==> config.mk <==
export PLATFORM = sky130hd
export DESIGN_NAME = txn_arb_flat
export DESIGN_NICKNAME = d
export VERILOG_FILES = /design/src/rtl/txn_arb_if.sv /design/src/rtl/txn_arb.sv /design/src/flat_wrapper.sv
export SDC_FILE = /design/constraint.sdc
export NUM_CORES = 1
export LEC_CHECK = 0
export CORE_AREA = 2 2 165 167
export DETAILED_ROUTE_END_ITERATION = 16
export DIE_AREA = 0 0 167 169
export GPL_TIMING_DRIVEN = 0
export PLACE_DENSITY = 0.66
export SYNTH_ARGS = -nofsm -noshare
export SYNTH_HDL_FRONTEND = slang
export SYNTH_SLANG_ARGS = --single-unit
==> constraint.sdc <==
create_clock -name clk -period 5.38 [get_ports clk]
set_input_delay 1.076 -clock clk [delete_from_list [all_inputs] [get_ports clk]]
set_output_delay 1.076 -clock clk [all_outputs]
set_load 0.05 [all_outputs]
==> src/rtl/txn_arb_if.sv <==
// Bundle of the fabric-side request ports and the shared txn memory port.
// master is the arbiter's view; slave is the environment (requesters plus memory).
interface txn_arb_if #(
    parameter int NPORT = 4
);
    logic [NPORT-1:0]      m_req;
    logic [NPORT-1:0]      m_wr;
    logic [32*NPORT-1:0]   m_addr;
    logic [32*NPORT-1:0]   m_wdata;
    logic [NPORT-1:0]      m_done;
    logic                  m_err;
    logic [31:0]           m_rdata;
    logic                  txn_req;
    logic                  txn_wr;
    logic [31:0]           txn_addr;
    logic [31:0]           txn_wdata;
    logic [31:0]           txn_rdata;
    logic                  txn_rdy;
    logic [15:0]           txn_count;

    modport master (
        input  m_req, m_wr, m_addr, m_wdata, txn_rdata, txn_rdy,
        output m_done, m_err, m_rdata, txn_req, txn_wr, txn_addr, txn_wdata, txn_count
    );

    modport slave (
        output m_req, m_wr, m_addr, m_wdata, txn_rdata, txn_rdy,
        input  m_done, m_err, m_rdata, txn_req, txn_wr, txn_addr, txn_wdata, txn_count
    );
endinterface

==> src/rtl/txn_arb.sv <==
// Round-robin arbiter sharing one txn memory port among NPORT requesters.
// Each grant runs req -> rdy low -> rdy high, with a bounded wait and a completion counter.
module txn_arb #(
    parameter int NPORT   = 4,
    parameter int TIMEOUT = 255
) (
    input  logic      clk,
    input  logic      srst,
    txn_arb_if.master bus
);
    localparam int IW = (NPORT > 1) ? $clog2(NPORT) : 1;
    localparam int TW = (TIMEOUT > 1) ? $clog2(TIMEOUT + 1) : 1;

    typedef enum logic [2:0] {IDLE, ISSUE, WAIT_LO, WAIT_HI, RESP} state_t;

    state_t        state;
    logic [IW-1:0] last;
    logic [IW-1:0] g;
    logic [IW-1:0] pick;
    logic [TW-1:0] tcnt;
    logic          expired;

    // First requesting port after the previous winner, wrapping modulo NPORT.
    function automatic logic [IW-1:0] rr_pick(input logic [NPORT-1:0] req, input logic [IW-1:0] from);
        logic [IW-1:0] sel;
        logic          found;
        int            idx;
        sel   = from;
        found = 1'b0;
        for (int k = 1; k <= NPORT; k++) begin
            idx = (int'(from) + k) % NPORT;
            if (!found && req[IW'(idx)]) begin
                sel   = IW'(idx);
                found = 1'b1;
            end
        end
        return sel;
    endfunction

    function automatic logic [TW-1:0] sat_inc(input logic [TW-1:0] v);
        return (int'(v) >= TIMEOUT) ? v : v + TW'(1);
    endfunction

    assign pick = rr_pick(bus.m_req, last);
    // The abort fires on the edge where the wait would reach TIMEOUT cycles.
    assign expired = (int'(tcnt) >= TIMEOUT - 1);

    always_ff @(posedge clk) begin
        if (srst) begin
            state          <= IDLE;
            last           <= IW'(NPORT - 1);
            g              <= '0;
            tcnt           <= '0;
            bus.m_done     <= '0;
            bus.m_err      <= 1'b0;
            bus.m_rdata    <= '0;
            bus.txn_req    <= 1'b0;
            bus.txn_wr     <= 1'b0;
            bus.txn_addr   <= '0;
            bus.txn_wdata  <= '0;
            bus.txn_count  <= '0;
        end else begin
            bus.m_done <= '0;
            bus.m_err  <= 1'b0;
            case (state)
                IDLE: begin
                    // Memory must be ready before a new issue, even after a reset mid-operation.
                    if (bus.txn_rdy && (bus.m_req != '0)) begin
                        g             <= pick;
                        last          <= pick;
                        bus.txn_wr    <= bus.m_wr[pick];
                        bus.txn_addr  <= bus.m_addr[32*int'(pick) +: 32];
                        bus.txn_wdata <= bus.m_wdata[32*int'(pick) +: 32];
                        bus.txn_req   <= 1'b1;
                        state         <= ISSUE;
                    end
                end
                ISSUE: begin
                    bus.txn_req <= 1'b0;
                    tcnt        <= '0;
                    state       <= WAIT_LO;
                end
                WAIT_LO: begin
                    if (!bus.txn_rdy) begin
                        tcnt  <= '0;
                        state <= WAIT_HI;
                    end else if (expired) begin
                        bus.m_done[g] <= 1'b1;
                        bus.m_err     <= 1'b1;
                        state         <= RESP;
                    end else begin
                        tcnt <= sat_inc(tcnt);
                    end
                end
                WAIT_HI: begin
                    if (bus.txn_rdy) begin
                        bus.m_rdata   <= bus.txn_rdata;
                        bus.txn_count <= bus.txn_count + 16'd1;
                        bus.m_done[g] <= 1'b1;
                        state         <= RESP;
                    end else if (expired) begin
                        bus.m_done[g] <= 1'b1;
                        bus.m_err     <= 1'b1;
                        state         <= RESP;
                    end else begin
                        tcnt <= sat_inc(tcnt);
                    end
                end
                RESP: begin
                    // One edge for the requester to drop m_req before IDLE samples again.
                    state <= IDLE;
                end
                default: state <= IDLE;
            endcase
        end
    end
endmodule

==> src/flat_wrapper.sv <==
// flat-port wrapper written by rule: the top's interface ports become plain ports
module txn_arb_flat 
#(
    parameter int NPORT   = 4,
    parameter int TIMEOUT = 255
)
  (clk, srst, bus_m_req, bus_m_wr, bus_m_addr, bus_m_wdata, bus_txn_rdata, bus_txn_rdy, bus_m_done, bus_m_err, bus_m_rdata, bus_txn_req, bus_txn_wr, bus_txn_addr, bus_txn_wdata, bus_txn_count);
  txn_arb_if #(.NPORT(NPORT)) bus_i ();
  input  logic clk;
  input  logic srst;
  input wire logic [$bits(bus_i.m_req)-1:0] bus_m_req;
  input wire logic [$bits(bus_i.m_wr)-1:0] bus_m_wr;
  input wire logic [$bits(bus_i.m_addr)-1:0] bus_m_addr;
  input wire logic [$bits(bus_i.m_wdata)-1:0] bus_m_wdata;
  input wire logic [$bits(bus_i.txn_rdata)-1:0] bus_txn_rdata;
  input wire logic [$bits(bus_i.txn_rdy)-1:0] bus_txn_rdy;
  output wire logic [$bits(bus_i.m_done)-1:0] bus_m_done;
  output wire logic [$bits(bus_i.m_err)-1:0] bus_m_err;
  output wire logic [$bits(bus_i.m_rdata)-1:0] bus_m_rdata;
  output wire logic [$bits(bus_i.txn_req)-1:0] bus_txn_req;
  output wire logic [$bits(bus_i.txn_wr)-1:0] bus_txn_wr;
  output wire logic [$bits(bus_i.txn_addr)-1:0] bus_txn_addr;
  output wire logic [$bits(bus_i.txn_wdata)-1:0] bus_txn_wdata;
  output wire logic [$bits(bus_i.txn_count)-1:0] bus_txn_count;
  assign bus_i.m_req = bus_m_req;
  assign bus_i.m_wr = bus_m_wr;
  assign bus_i.m_addr = bus_m_addr;
  assign bus_i.m_wdata = bus_m_wdata;
  assign bus_i.txn_rdata = bus_txn_rdata;
  assign bus_i.txn_rdy = bus_txn_rdy;
  assign bus_m_done = bus_i.m_done;
  assign bus_m_err = bus_i.m_err;
  assign bus_m_rdata = bus_i.m_rdata;
  assign bus_txn_req = bus_i.txn_req;
  assign bus_txn_wr = bus_i.txn_wr;
  assign bus_txn_addr = bus_i.txn_addr;
  assign bus_txn_wdata = bus_i.txn_wdata;
  assign bus_txn_count = bus_i.txn_count;
  txn_arb #(.NPORT(NPORT), .TIMEOUT(TIMEOUT)) u_core (.clk(clk), .srst(srst), .bus(bus_i));
endmodule
### Word-level counts from Yosys, hierarchy flattened

Index checks and enable logic that the tools add are counted.

| storage, ports and cells | value |
|---|---|
| bits of input ports | 299 |
| register bits | 134 |
| logic and storage cells | 93 |
| output and inout port bits | 119 |

| operators by class | value |
|---|---|
| reductions and logical operators | 16 |
| magnitude comparators | 9 |
| shift-type cells | 2 |
| multiplexer cells | 43 |
| equality and inequality tests | 5 |
| add/subtract/negate cells | 6 |

Operators with widths:

| cell | count |
|---|---|
| $shiftx A128 B8 Y32 | 2 |
| $mux W8 | 4 |
| $pmux W8 S3 | 1 |
| $mux W1 | 17 |
| $add A16 B1 Y16 const B | 1 |
| $ge A8 B8 Y1 const B | 2 |
| $lt A2 B4 Y1 const B | 4 |
| $mux W3 | 4 |
| $mux W4 | 3 |
| $pmux W3 S4 | 1 |
| $bmux W1 S2 | 5 |
| $add A8 B1 Y8 const B | 1 |
| $mux W2 | 4 |
| $pmux W4 S2 | 1 |
| $reduce_and A2 Y1 | 4 |
| $eq A3 B2 Y1 const B | 2 |
| $lt A2 B3 Y1 const B | 2 |
| $logic_and A1 B1 Y1 | 5 |
| $add A2 B1 Y2 const B | 2 |
| $add A2 B2 Y2 const B | 2 |
| $pmux W1 S2 | 2 |
| $reduce_bool A4 Y1 | 1 |
| $eq A3 B1 Y1 const B | 1 |
| $logic_not A1 Y1 | 3 |
| 7 further kinds | 7 |

### Depth between registers and ports, before layout

Gate-level depths: netlist of the first run.

| depth | value |
|---|---|
| word-level depth | 16 |
| mapped depth | 8 |
| gate-level depth less buffers | 7 |

### Worst setup path after synthesis of the first run

Ideal clock, no wire load.

| timing path | value |
|---|---|
| kind | input port to flip-flop |
| start point | in bus_m_req[0] |
| end point | reg u_core.bus.txn_addr[14] |
| arrival time | 2.525 ns |
| buffers on the path | 3 |
| data required time | 5.258 ns |
| setup time | 0.122 ns |
| stages on the path | 7 |
| slack | 2.733 ns |
| cells stage by stage | and3b_1 -> buf_2 -> nor3_1 -> buf_6 -> buf_6 -> mux2_2 -> a221o_1 |

| on the way | value |
|---|---|
| cells in the longest elaborated chain, start to end | 14 |
| elaborated cells between the ends (all ways) | 29 |
| classes of those cells | 1 x shift; 19 x mux; 9 x reduce/logical |

Ends and longest elaborated chain:

| what | line | RTL |
|---|---|---|
| start: declaration | flat_wrapper.sv:11 | `input wire logic [$bits(bus_i.m_req)-1:0] bus_m_req;` |
| $bmux W1 S2 | txn_arb.sv:32 | `if (!found && req[IW'(idx)]) begin` |
| $mux W1 (not written as such) (2 in a row) | txn_arb.sv:32 |  |
| $mux W1 | txn_arb.sv:32 |  |
| $logic_not A1 Y1 | txn_arb.sv:32 |  |
| $logic_and A1 B1 Y1 | txn_arb.sv:32 |  |
| $mux W1 | txn_arb.sv:32 |  |
| $logic_not A1 Y1 | txn_arb.sv:32 |  |
| $logic_and A1 B1 Y1 | txn_arb.sv:32 |  |
| $mux W1 | txn_arb.sv:32 |  |
| $logic_not A1 Y1 | txn_arb.sv:32 |  |
| $logic_and A1 B1 Y1 | txn_arb.sv:32 |  |
| $mux W2 | txn_arb.sv:32 |  |
| $shiftx A128 B8 Y32 | txn_arb.sv:72 | `bus.txn_addr <= bus.m_addr[32*int'(pick) +: 32];` |
| end signal: assignment | txn_arb.sv:72 |  |
| end: declaration | txn_arb_if.sv:23 | `output m_done, m_err, m_rdata, txn_req, txn_wr, txn_addr, txn_wdata, txn_count` |

Several ways; a longest one is shown, not always the timed one. The select of a mux whose other input is x is not followed.
A chain may end at the register's enable or synchronous reset.

### Worst setup path after layout of the first run

| timing path | value |
|---|---|
| start point | in bus_m_req[0] |
| end point | reg u_core.bus.txn_addr[25] |

The elaborated chain is that of the path after synthesis.

==> results of run 1 <==
-- through the flow --
step | area [um2] | utilization (%) | std cells | hold WS, ns
2_1_floorplan | 7210 | - | 826 | 0.444
3_3_place_gp | 11800 | 44.6 | 1584 | 0.440
3_5_place_dp | 11800 | 44.6 | 1584 | 0.448
4_1_cts | 12400 | 46.7 | 1616 | 0.456
5_1_grt | 12400 | 46.7 | 1617 | 0.471
6_report | 12400 | 46.7 | 1617 | 0.453
-- state kept, by name, summed over array words and instances (netlist names) --
register / flops
u_core.bus.txn_count: 16
u_core.last: 2
u_core.bus.txn_wr: 1
u_core.bus.txn_req: 1
u_core.bus.m_err: 1
u_core.state: 3
u_core.bus.m_done: 4
u_core.tcnt: 8
u_core.bus.txn_wdata: 32
u_core.bus.m_rdata: 32
u_core.bus.txn_addr: 32
u_core.g: 2
-- worst reg2reg max path, stage by stage (launching register included) --
cell and delay, ns:
dfxtp_1 0.30, buf_2 0.19, nand2b_4 0.16, a21o_1 0.14, clkbuf_1 0.62, clkbuf_1 0.45, nand4_1 0.18, a21oi_1 0.23
a221o_1 0.15
-- synth_stat cells, types with 2 or more instances --
library cell,n
a211oi_1,2
a21o_1,5
a21oi_1,110
a21oi_2,2
a221o_1,64
and3_1,6
and4_1,2
buf_1,5
buf_2,21
buf_4,7
buf_6,7
clkbuf_1,52
dfxtp_1,134
ha_1,3
inv_1,4
mux2_1,39
mux2_2,26
nand2_1,82
nand2b_1,3
nand2b_4,2
nand3_1,13
nand3b_1,3
nand4_1,68
nor2_1,33
nor2b_1,5
nor3_1,10
nor3b_1,2
nor4_1,2
nor4_2,2
o211ai_1,2
o21ai_0,14
o31ai_1,64
or3_1,2
xnor2_1,3
xor2_1,12
-- layer usage --
| metal | share of wire (%) | vias up | global-route usage [%] | wire [um] |
|---|---|---|---|---|
| met5 | 0.21 | - | 0 | 69 |
| met4 | 3.2 | 8 | 8.47 | 1020 |
| met3 | 9.1 | 58 | 7.76 | 2940 |
| met2 | 50 | 384 | 38.7 | 16100 |
| met1 | 38 | 3965 | 24.4 | 12300 |
| li1 | - | 4037 | - | - |
-- worst max-delay path by stage --
stage / from / slack [ns] / endpoint / cells after the start
2_1_floorplan: bus_m_req[0] / 2.73 / u_core.bus.txn_addr[14]$_SDFFE_PP0P_ / 7
3_3_place_gp: bus_m_req[0] / 1.84 / u_core.bus.txn_wdata[0]$_SDFFE_PP0P_ / 8
3_5_place_dp: bus_m_req[3] / 1.82 / u_core.bus.txn_addr[25]$_SDFFE_PP0P_ / 8
4_1_cts: bus_m_req[0] / 2.27 / u_core.bus.txn_wdata[0]$_SDFFE_PP0P_ / 8
5_1_grt: bus_m_req[0] / 2.10 / u_core.bus.txn_wdata[0]$_SDFFE_PP0P_ / 8
6_report: bus_m_req[0] / 2.15 / u_core.bus.txn_addr[25]$_SDFFE_PP0P_ / 8
-- kinds of logic after synthesis --
kind of cell | after synthesis | share of synthesized area [%]
flops | 134 | 37.2
fa+ha+maj | 4 | 0.660
simple gates | 242 | 17.5
mux | 66 | 10.3
buf+inv | 96 | 6.46
xor+xnor | 15 | 1.82
compound gates | 269 | 26.1
-- cell usage in the layout, fill, tap and decap left out, types with 14 or more instances in the layout --
cell type        netlist  final
clkdlybuf4s50_1        0    417
dfxtp_1              134    134
a21oi_1              110    110
nand2_1               82     82
nand4_1               68     68
o31ai_1               64     64
a221o_1               64     64
clkbuf_1              52     53
mux2_1                39     39
nor2_1                33     33
mux2_2                26     26
buf_2                 21     21
clkbuf_16              0     17
o21ai_0               14     14
-- report_power, final --
part,internal (mW),switching [mW]
clock network,0.611,0.518
logic,0.503,0.596
registers,1.07,0.0475
-- layout make-up --
type	count	area, um2	area share [%]
clock inverters	14	130	1.05
clock buffers	18	429	3.47
diodes	1	2.50	0.0202
flip-flops and latches	134	2680	21.7
well taps	341	427	3.45
multi-input cells	596	4060	32.8
repair buffers	417	4170	33.7
plain buffers	92	450	3.64
inverters	4	15.0	0.121
==> summary.txt, run 1 <==
Status = finished, final reports clean
WP data arrival = 3.59 ns
Min-delay src = u_core.bus.m_rdata[31]$_SDFFE_PP0P_
RSZ-0062 raised after global routing = false
Clock Latency Late Sink = 0.43 ns
H-tree depth = 4
Main synth FF type = dfxtp_1
Largest net degree at the start of global routing = 17
Critical path class = in2reg
# Post-CTS Setup Buffers = 0
# IOs = 418
GRT Total Usage = 22.0%
Maximum clock frequency = 310 MHz
Detail Placement HPWL = 24700 um
Via Count = 8452
Worst-path cell chain = clkdlybuf4s50_1, nand2b_1, a21o_1, clkbuf_1, clkbuf_1, nand4_1, a21oi_1, a221o_1
Cell depth of the worst hold path = 2
Final setup vio count = 0
Layout cells sized above 1 = 8.08%
Clk sinks = 134
# fillers = 2607
Fin. Hold Viols = 0
Std-Cell Rows = 60
CTS Buffer Depth = 2
Yosys warns = 0
Die ar. = 0.0282 mm2
Worst Tran Pin Value = 0.816 ns
Worst hold-check path type = reg2reg
Slowest stage delay, CP = 0.62 ns
Nets = 1564
Starting DRT DRC Count = 674
Worst-path clk slew = 0.07 ns
PortBufs = 417
Placer's final routability congestion estimate = 0.885
Synth Cell Area = 0.00721 mm2
Initial core utilization = 27.2%
Post-synth top area share = 37.2%
Critical path fanouts, max = 10
Mapped Cells = 826
Avg Vias per Cell = 5.23
Syn Area/Cell = 8.73 um2
Vias in the first global route = 8376
Antenna-violating nets left = 0
Reg2Reg Setup Slack = 2.90 ns
Relative slew slack = 45.6%
Hold Path End = u_core.bus.m_rdata[31]$_SDFFE_PP0P_
Cell taking the most area after synthesis = dfxtp_1
Endpoint class of the critical path = register
Sequential area share after synthesis = 37.2%
CTS resizes = 0
Delay-heaviest family, CP = buffers and inverters
Buf/Inv on CP = 3
Netlist cell types = 50
Clk root buf = clkbuf_16
Total negative slack = 0 ns
DR WL/cell = 20.1 um
Width of the chip = 167 um
Worst setup margin = 2.15 ns
Pre-antenna DRT Iters = 7
Startpoint Class = primary input
Hold_buf cts = 0
Area grow syn2layout = 71.6%
Worst Skew = 0.0158 ns
First-pass GRT wire length = 48400 um
Core area = 0.0265 mm2
Final period util = 59.9%
Cts bufs inserted = 17
Max stage delay cell, worst path = clkbuf_1
EDFF count, synth = 0
Period minus WS final = 3.23 ns
Max-cap viol count = 0
Post-Syn Nets = 1128
GRT overflow = 0
CP required = 5.74 ns
VDD IR max = 0.000165 V
Routed WL = 32400 um
Power Density = 270 mW/mm2
Power, Total = 3.34 mW
Setup Slack @ Placement = 1.82 ns
Leak = 4.53 nW
Yosys reg bits = 134
Crit Reg-Reg Startpoint = u_core.last[1]$_SDFFE_PP1P_
Reg2Reg Depth = 8
Ranking of synthesized cells by area = dfxtp_1 (37%), a221o_1 (8.9%), a21oi_1 (7.6%)
Die Span Y = 169 um
CTS tree = done
Asr flop ratio synth = 0%
Worst R2R End = u_core.bus.txn_addr[25]$_SDFFE_PP0P_
Cell with the most instances on the worst path = clkbuf_1
Initial antenna violation count = 6
Drt drc = 0
Pins Over Slew Limit = 0
Note: power is estimated with default switching activity, not from simulation.
==> run 2, diff against run 1 <==
- CORE_AREA: 2 2 165 167 -> 2 2 160 162
- DIE_AREA: 0 0 167 169 -> 0 0 162 164
- PLACE_DENSITY: 0.66 -> 0.72
- clock period: 5.38 -> 2.7 ns (I/O delays scaled with it)
==> summary.txt, run 2 (synthesized netlist as in run 1, its figures left out) <==
# IOs = 418
Leak = 4.54 nW
Clock Latency Late Sink = 0.42 ns
Hold WS = 0.453 ns
GRT overflow = 0
Pre-antenna DRT Iters = 5
# Post-CTS Setup Buffers = 0
Cts bufs inserted = 17
Critical path class = in2reg
Placer's final routability congestion estimate = 0.902
Period minus WS final = 2.56 ns
GRT Total Usage = 22.5%
Startpoint Class = primary input
Routed WL = 31300 um
Relative slew slack = 53.4%
Delay-heaviest family, CP = buffers and inverters
Endpoint class of the critical path = register
Max-cap viol count = 0
Worst hold-check path type = reg2reg
WP data arrival = 2.86 ns
Initial core utilization = 29.0%
Most frequent cells in the layout = clkdlybuf4s50_1 (417), dfxtp_1 (134), a21oi_1 (110)
Power Density = 543 mW/mm2
First-pass GRT wire length = 46600 um
Pins Over Slew Limit = 0
Largest net degree at the start of global routing = 17
Buf/Inv on CP = 4
Final period util = 94.8%
Std-Cell Rows = 58
Register area = 0.00268 mm2
Max stage delay cell, worst path = clkdlybuf4s50_1
Clk sinks = 134
Commonest non-fill, non-tap cell in the layout = clkdlybuf4s50_1
# fillers = 2384
Fin. Hold Viols = 0
Slowest stage delay, CP = 0.53 ns
Die Span Y = 164 um
Drt drc = 0
Worst Tran Pin Value = 0.699 ns
Antenna-violating nets left = 0
Width of the chip = 162 um
Starting DRT DRC Count = 587
Status = finished, final reports clean
Hold_buf cts = 0
CTS resizes = 0
Worst-path cell chain = clkdlybuf4s50_1, and3b_1, buf_2, nor3_1, buf_6, buf_6, mux2_1, a221o_1
Layout cells sized above 1 = 8.09%
Nets = 1562
Vias in the first global route = 8336
PortBufs = 417
CTS Buffer Depth = 2
Die ar. = 0.0266 mm2
CP required = 3.00 ns
Final setup vio count = 0
RSZ-0062 raised after global routing = false
Clk root buf = clkbuf_16
Avg Vias per Cell = 5.25
Detail Placement HPWL = 23900 um
CTS tree = done
Core area = 0.0248 mm2
Maximum clock frequency = 391 MHz
VDD IR max = 0.000308 V
DR WL/cell = 19.5 um
Total negative slack = 0 ns
Via Count = 8427
Initial antenna violation count = 1
Area grow syn2layout = 71.5%
Worst-path clk slew = 0.06 ns
Power, Total = 6.71 mW
Cell with the most instances on the worst path = buf_6
Critical path fanouts, max = 10
Area of the multi-input gates = 0.00406 mm2
Biggest regs = u_core.bus.m_rdata x32, u_core.bus.txn_addr x32, u_core.bus.txn_wdata x32
Worst Skew = 0.0137 ns
H-tree depth = 4
==> run 2: cell types whose count changed in the layout (fill, tap and decap cells not counted) <==
cell / previous run / this run
clkinv_2: 0 / 2
clkinv_4: 4 / 2
clkbuf_1: 53 / 51
bufinv_16: 0 / 1
inv_8: 4 / 3
diode_2: 1 / 2
==> run 2: final timing paths <==
kind | startpoint | end | slack, ns | cells after the start
worst max-delay path | bus_m_req[1] | u_core.bus.txn_wdata[1]$_SDFFE_PP0P_ | 0.14 | 8
worst min-delay path | u_core.bus.m_rdata[12]$_SDFFE_PP0P_ | u_core.bus.m_rdata[12]$_SDFFE_PP0P_ | 0.45 | 2
worst max register to register | u_core.last[1]$_SDFFE_PP1P_ | u_core.bus.txn_wdata[1]$_SDFFE_PP0P_ | 0.40 | 8
worst min register to register | u_core.bus.m_rdata[12]$_SDFFE_PP0P_ | u_core.bus.m_rdata[12]$_SDFFE_PP0P_ | 0.45 | 2
==> run 2: where the power goes <==
group	internal, mW	switching [mW]	total (mW)
Clock	1.30	1.01	2.30
Sequential	2.13	0.0875	2.21
Combinational	1.00	1.19	2.19
Total	4.42	2.28	6.71
==> run 2: layout make-up <==
class | instances | area share, %
buffer | 90 | 3.58
timing repair buffer | 417 | 33.8
inverter | 4 | 0.121
multi-input combinational | 596 | 32.8
sequential | 134 | 21.7
clock buffer | 18 | 3.47
tap | 330 | 3.34
antenna | 2 | 0.0405
clock inverter | 14 | 1.14
==> run 2: per-layer routing <==
layer / track usage, % / vias up / wire, um
met5: 0 / - / 0
met4: 9.05 / 0 / 956
met3: 6.29 / 57 / 2700
met2: 38.5 / 382 / 15300
met1: 26.7 / 3965 / 12300
li1: - / 4023 / -
==> run 2: metrics by stage <==
stage,util (%),instances,area (um2),worst slack (ns)
2_1_floorplan,-,826,7210,0.589
3_3_place_gp,47.5,1573,11800,-0.244
3_5_place_dp,47.5,1573,11800,-0.287
4_1_cts,49.8,1605,12400,0.163
5_1_grt,49.8,1604,12400,0.0107
6_report,49.8,1605,12400,0.142
==> run 2: worst register-to-register path: stages (launching register included) <==
cell	delay, ns
dfxtp_1	0.29
buf_2	0.16
and3b_1	0.18
buf_2	0.13
nor3_1	0.28
buf_6	0.26
buf_6	0.20
mux2_1	0.38
a221o_1	0.30
==> run 3, diff against run 2 <==
- SETUP_SLACK_MARGIN: default -> 0.3
==> summary.txt, run 3 (synthesized netlist as in run 1, its figures left out) <==
Period minus WS final = 2.30 ns
Cell with the most instances on the worst path = buf_4
Final period util = 85.1%
Leak = 4.63 nW
Worst Skew = 0.0144 ns
Biggest regs = u_core.bus.m_rdata x32, u_core.bus.txn_addr x32, u_core.bus.txn_wdata x32
Worst-path cell chain = clkdlybuf4s50_1, o41ai_4, buf_4, or4_4, nor3_4, buf_6, buf_4, o21ai_1, o211ai_1
Die Span Y = 164 um
Worst-path clk slew = 0.06 ns
Pre-antenna DRT Iters = 5
Clock Latency Late Sink = 0.42 ns
Critical path class = in2reg
PortBufs = 417
Area grow syn2layout = 72.8%
# IOs = 418
GRT overflow = 0
GRT Total Usage = 22.5%
Area of the multi-input gates = 0.00410 mm2
CTS Buffer Depth = 2
Vias in the first global route = 8348
DR WL/cell = 19.5 um
Initial core utilization = 29.0%
Std-Cell Rows = 58
Final setup vio count = 0
Pins Over Slew Limit = 0
Relative slew slack = 53.9%
H-tree depth = 4
Core area = 0.0248 mm2
Reg2Reg Setup Slack = 0.52 ns
Register area = 0.00268 mm2
First-pass GRT wire length = 46600 um
Worst Tran Pin Value = 0.691 ns
# fillers = 2372
Initial antenna violation count = 2
Setup Slack @ Placement = -0.287 ns
Commonest non-fill, non-tap cell in the layout = clkdlybuf4s50_1
Drt drc = 0
Max-cap viol count = 0
Starting DRT DRC Count = 548
Worst setup margin = 0.401 ns
Avg Vias per Cell = 5.28
Hold WS = 0.453 ns
Maximum clock frequency = 435 MHz
Worst hold-check path type = reg2reg
CTS tree = done
Antenna-violating nets left = 0
Most frequent cells in the layout = clkdlybuf4s50_1 (413), dfxtp_1 (134), a21oi_1 (110)
WP data arrival = 2.64 ns
Critical path fanouts, max = 10
Die ar. = 0.0266 mm2
Cts bufs inserted = 17
Nets = 1567
RSZ-0062 raised after global routing = false
CP required = 3.04 ns
Detail Placement HPWL = 23900 um
Via Count = 8500
Max stage delay cell, worst path = clkdlybuf4s50_1
Fin. Hold Viols = 0
Startpoint Class = primary input
Largest net degree at the start of global routing = 17
Routed WL = 31400 um
Endpoint class of the critical path = register
Power Density = 541 mW/mm2
Clk sinks = 134
Clk root buf = clkbuf_16
Placer's final routability congestion estimate = 0.902
Width of the chip = 162 um
VDD IR max = 0.000307 V
Slowest stage delay, CP = 0.58 ns
Status = finished, final reports clean
Layout cells sized above 1 = 9.08%
==> run 3: cell count changes in the layout (fill, tap and decap cells not counted), moves of 2 or more <==
cell             previous run  this run
nor4_4                      0         2
nor4_2                      2         0
clkbuf_1                   51        46
clkdlybuf4s50_1           417       413
dlygate4sd2_1               0         2
buf_4                       7        10
dlymetal6s2s_1              0         2
clkbuf_2                    0         7
==> run 3: final timing paths <==
kind,startpoint,to,cells past startpoint
setup reg to reg,u_core.last[1]$_SDFFE_PP1P_,u_core.bus.txn_wdata[20]$_SDFFE_PP0P_,7
hold / removal,u_core.bus.m_rdata[3]$_SDFFE_PP0P_,u_core.bus.m_rdata[3]$_SDFFE_PP0P_,2
hold reg to reg,u_core.bus.m_rdata[3]$_SDFFE_PP0P_,u_core.bus.m_rdata[3]$_SDFFE_PP0P_,2
setup / recovery,bus_txn_rdy,u_core.bus.txn_wdata[30]$_SDFFE_PP0P_,9
==> run 3: per-stage QoR <==
step | std cells | cell area (um2) | TNS (ns) | power (mW) | utilization (%)
4_1_cts | 1608 | 12400 | 0 | 6.77 | 50.0
6_report | 1611 | 12500 | 0 | 6.73 | 50.2
5_1_grt | 1610 | 12400 | 0 | 7.01 | 50.2
2_1_floorplan | 826 | 7210 | 0 | 3.46 | -
3_3_place_gp | 1573 | 11800 | -12.35 | 4.42 | 47.5
3_5_place_dp | 1573 | 11800 | -14.39 | 4.44 | 47.5
==> run 3: cell type report <==
class,count,area share [%]
Clock buffer,18,3.45
Multi-Input combinational cell,596,33.0
Inverter,4,0.121
Sequential cell,134,21.5
Timing Repair Buffer,420,33.7
Antenna cell,3,0.0603
Tap cell,330,3.32
Buffer,92,3.70
Clock inverter,14,1.14
==> run 3: repair_timing <==
item                       4_1_cts  5_1_grt
setup endpoints to repair       59       65
hold buffers                     0        0
resized for setup                8       15
buffers inserted                 3        0
cloned                           0        0
==> run 3: power by group <==
group | internal, mW | leakage, nW | switching [mW]
clock | 1.30 | 0.277 | 1.01
sequential | 2.13 | 1.09 | 0.0890
combinational | 1.01 | 3.26 | 1.20
total | 4.44 | 4.63 | 2.30
==> run 3: routing by layer <==
metal | vias up | share of wire [%] | global-route usage, %
met4 | 0 | 3.1 | 9.05
met2 | 390 | 49 | 38.7
li1 | 4036 | - | -
met3 | 58 | 8.5 | 6.29
met5 | - | 0 | 0
met1 | 4016 | 40 | 26.6
==> run 3: critical path: cells and delay by family <==
kind	cells	cell delay, ns
compound gates	3	0.29
buf+inv	4	1.11
simple gates	2	0.68
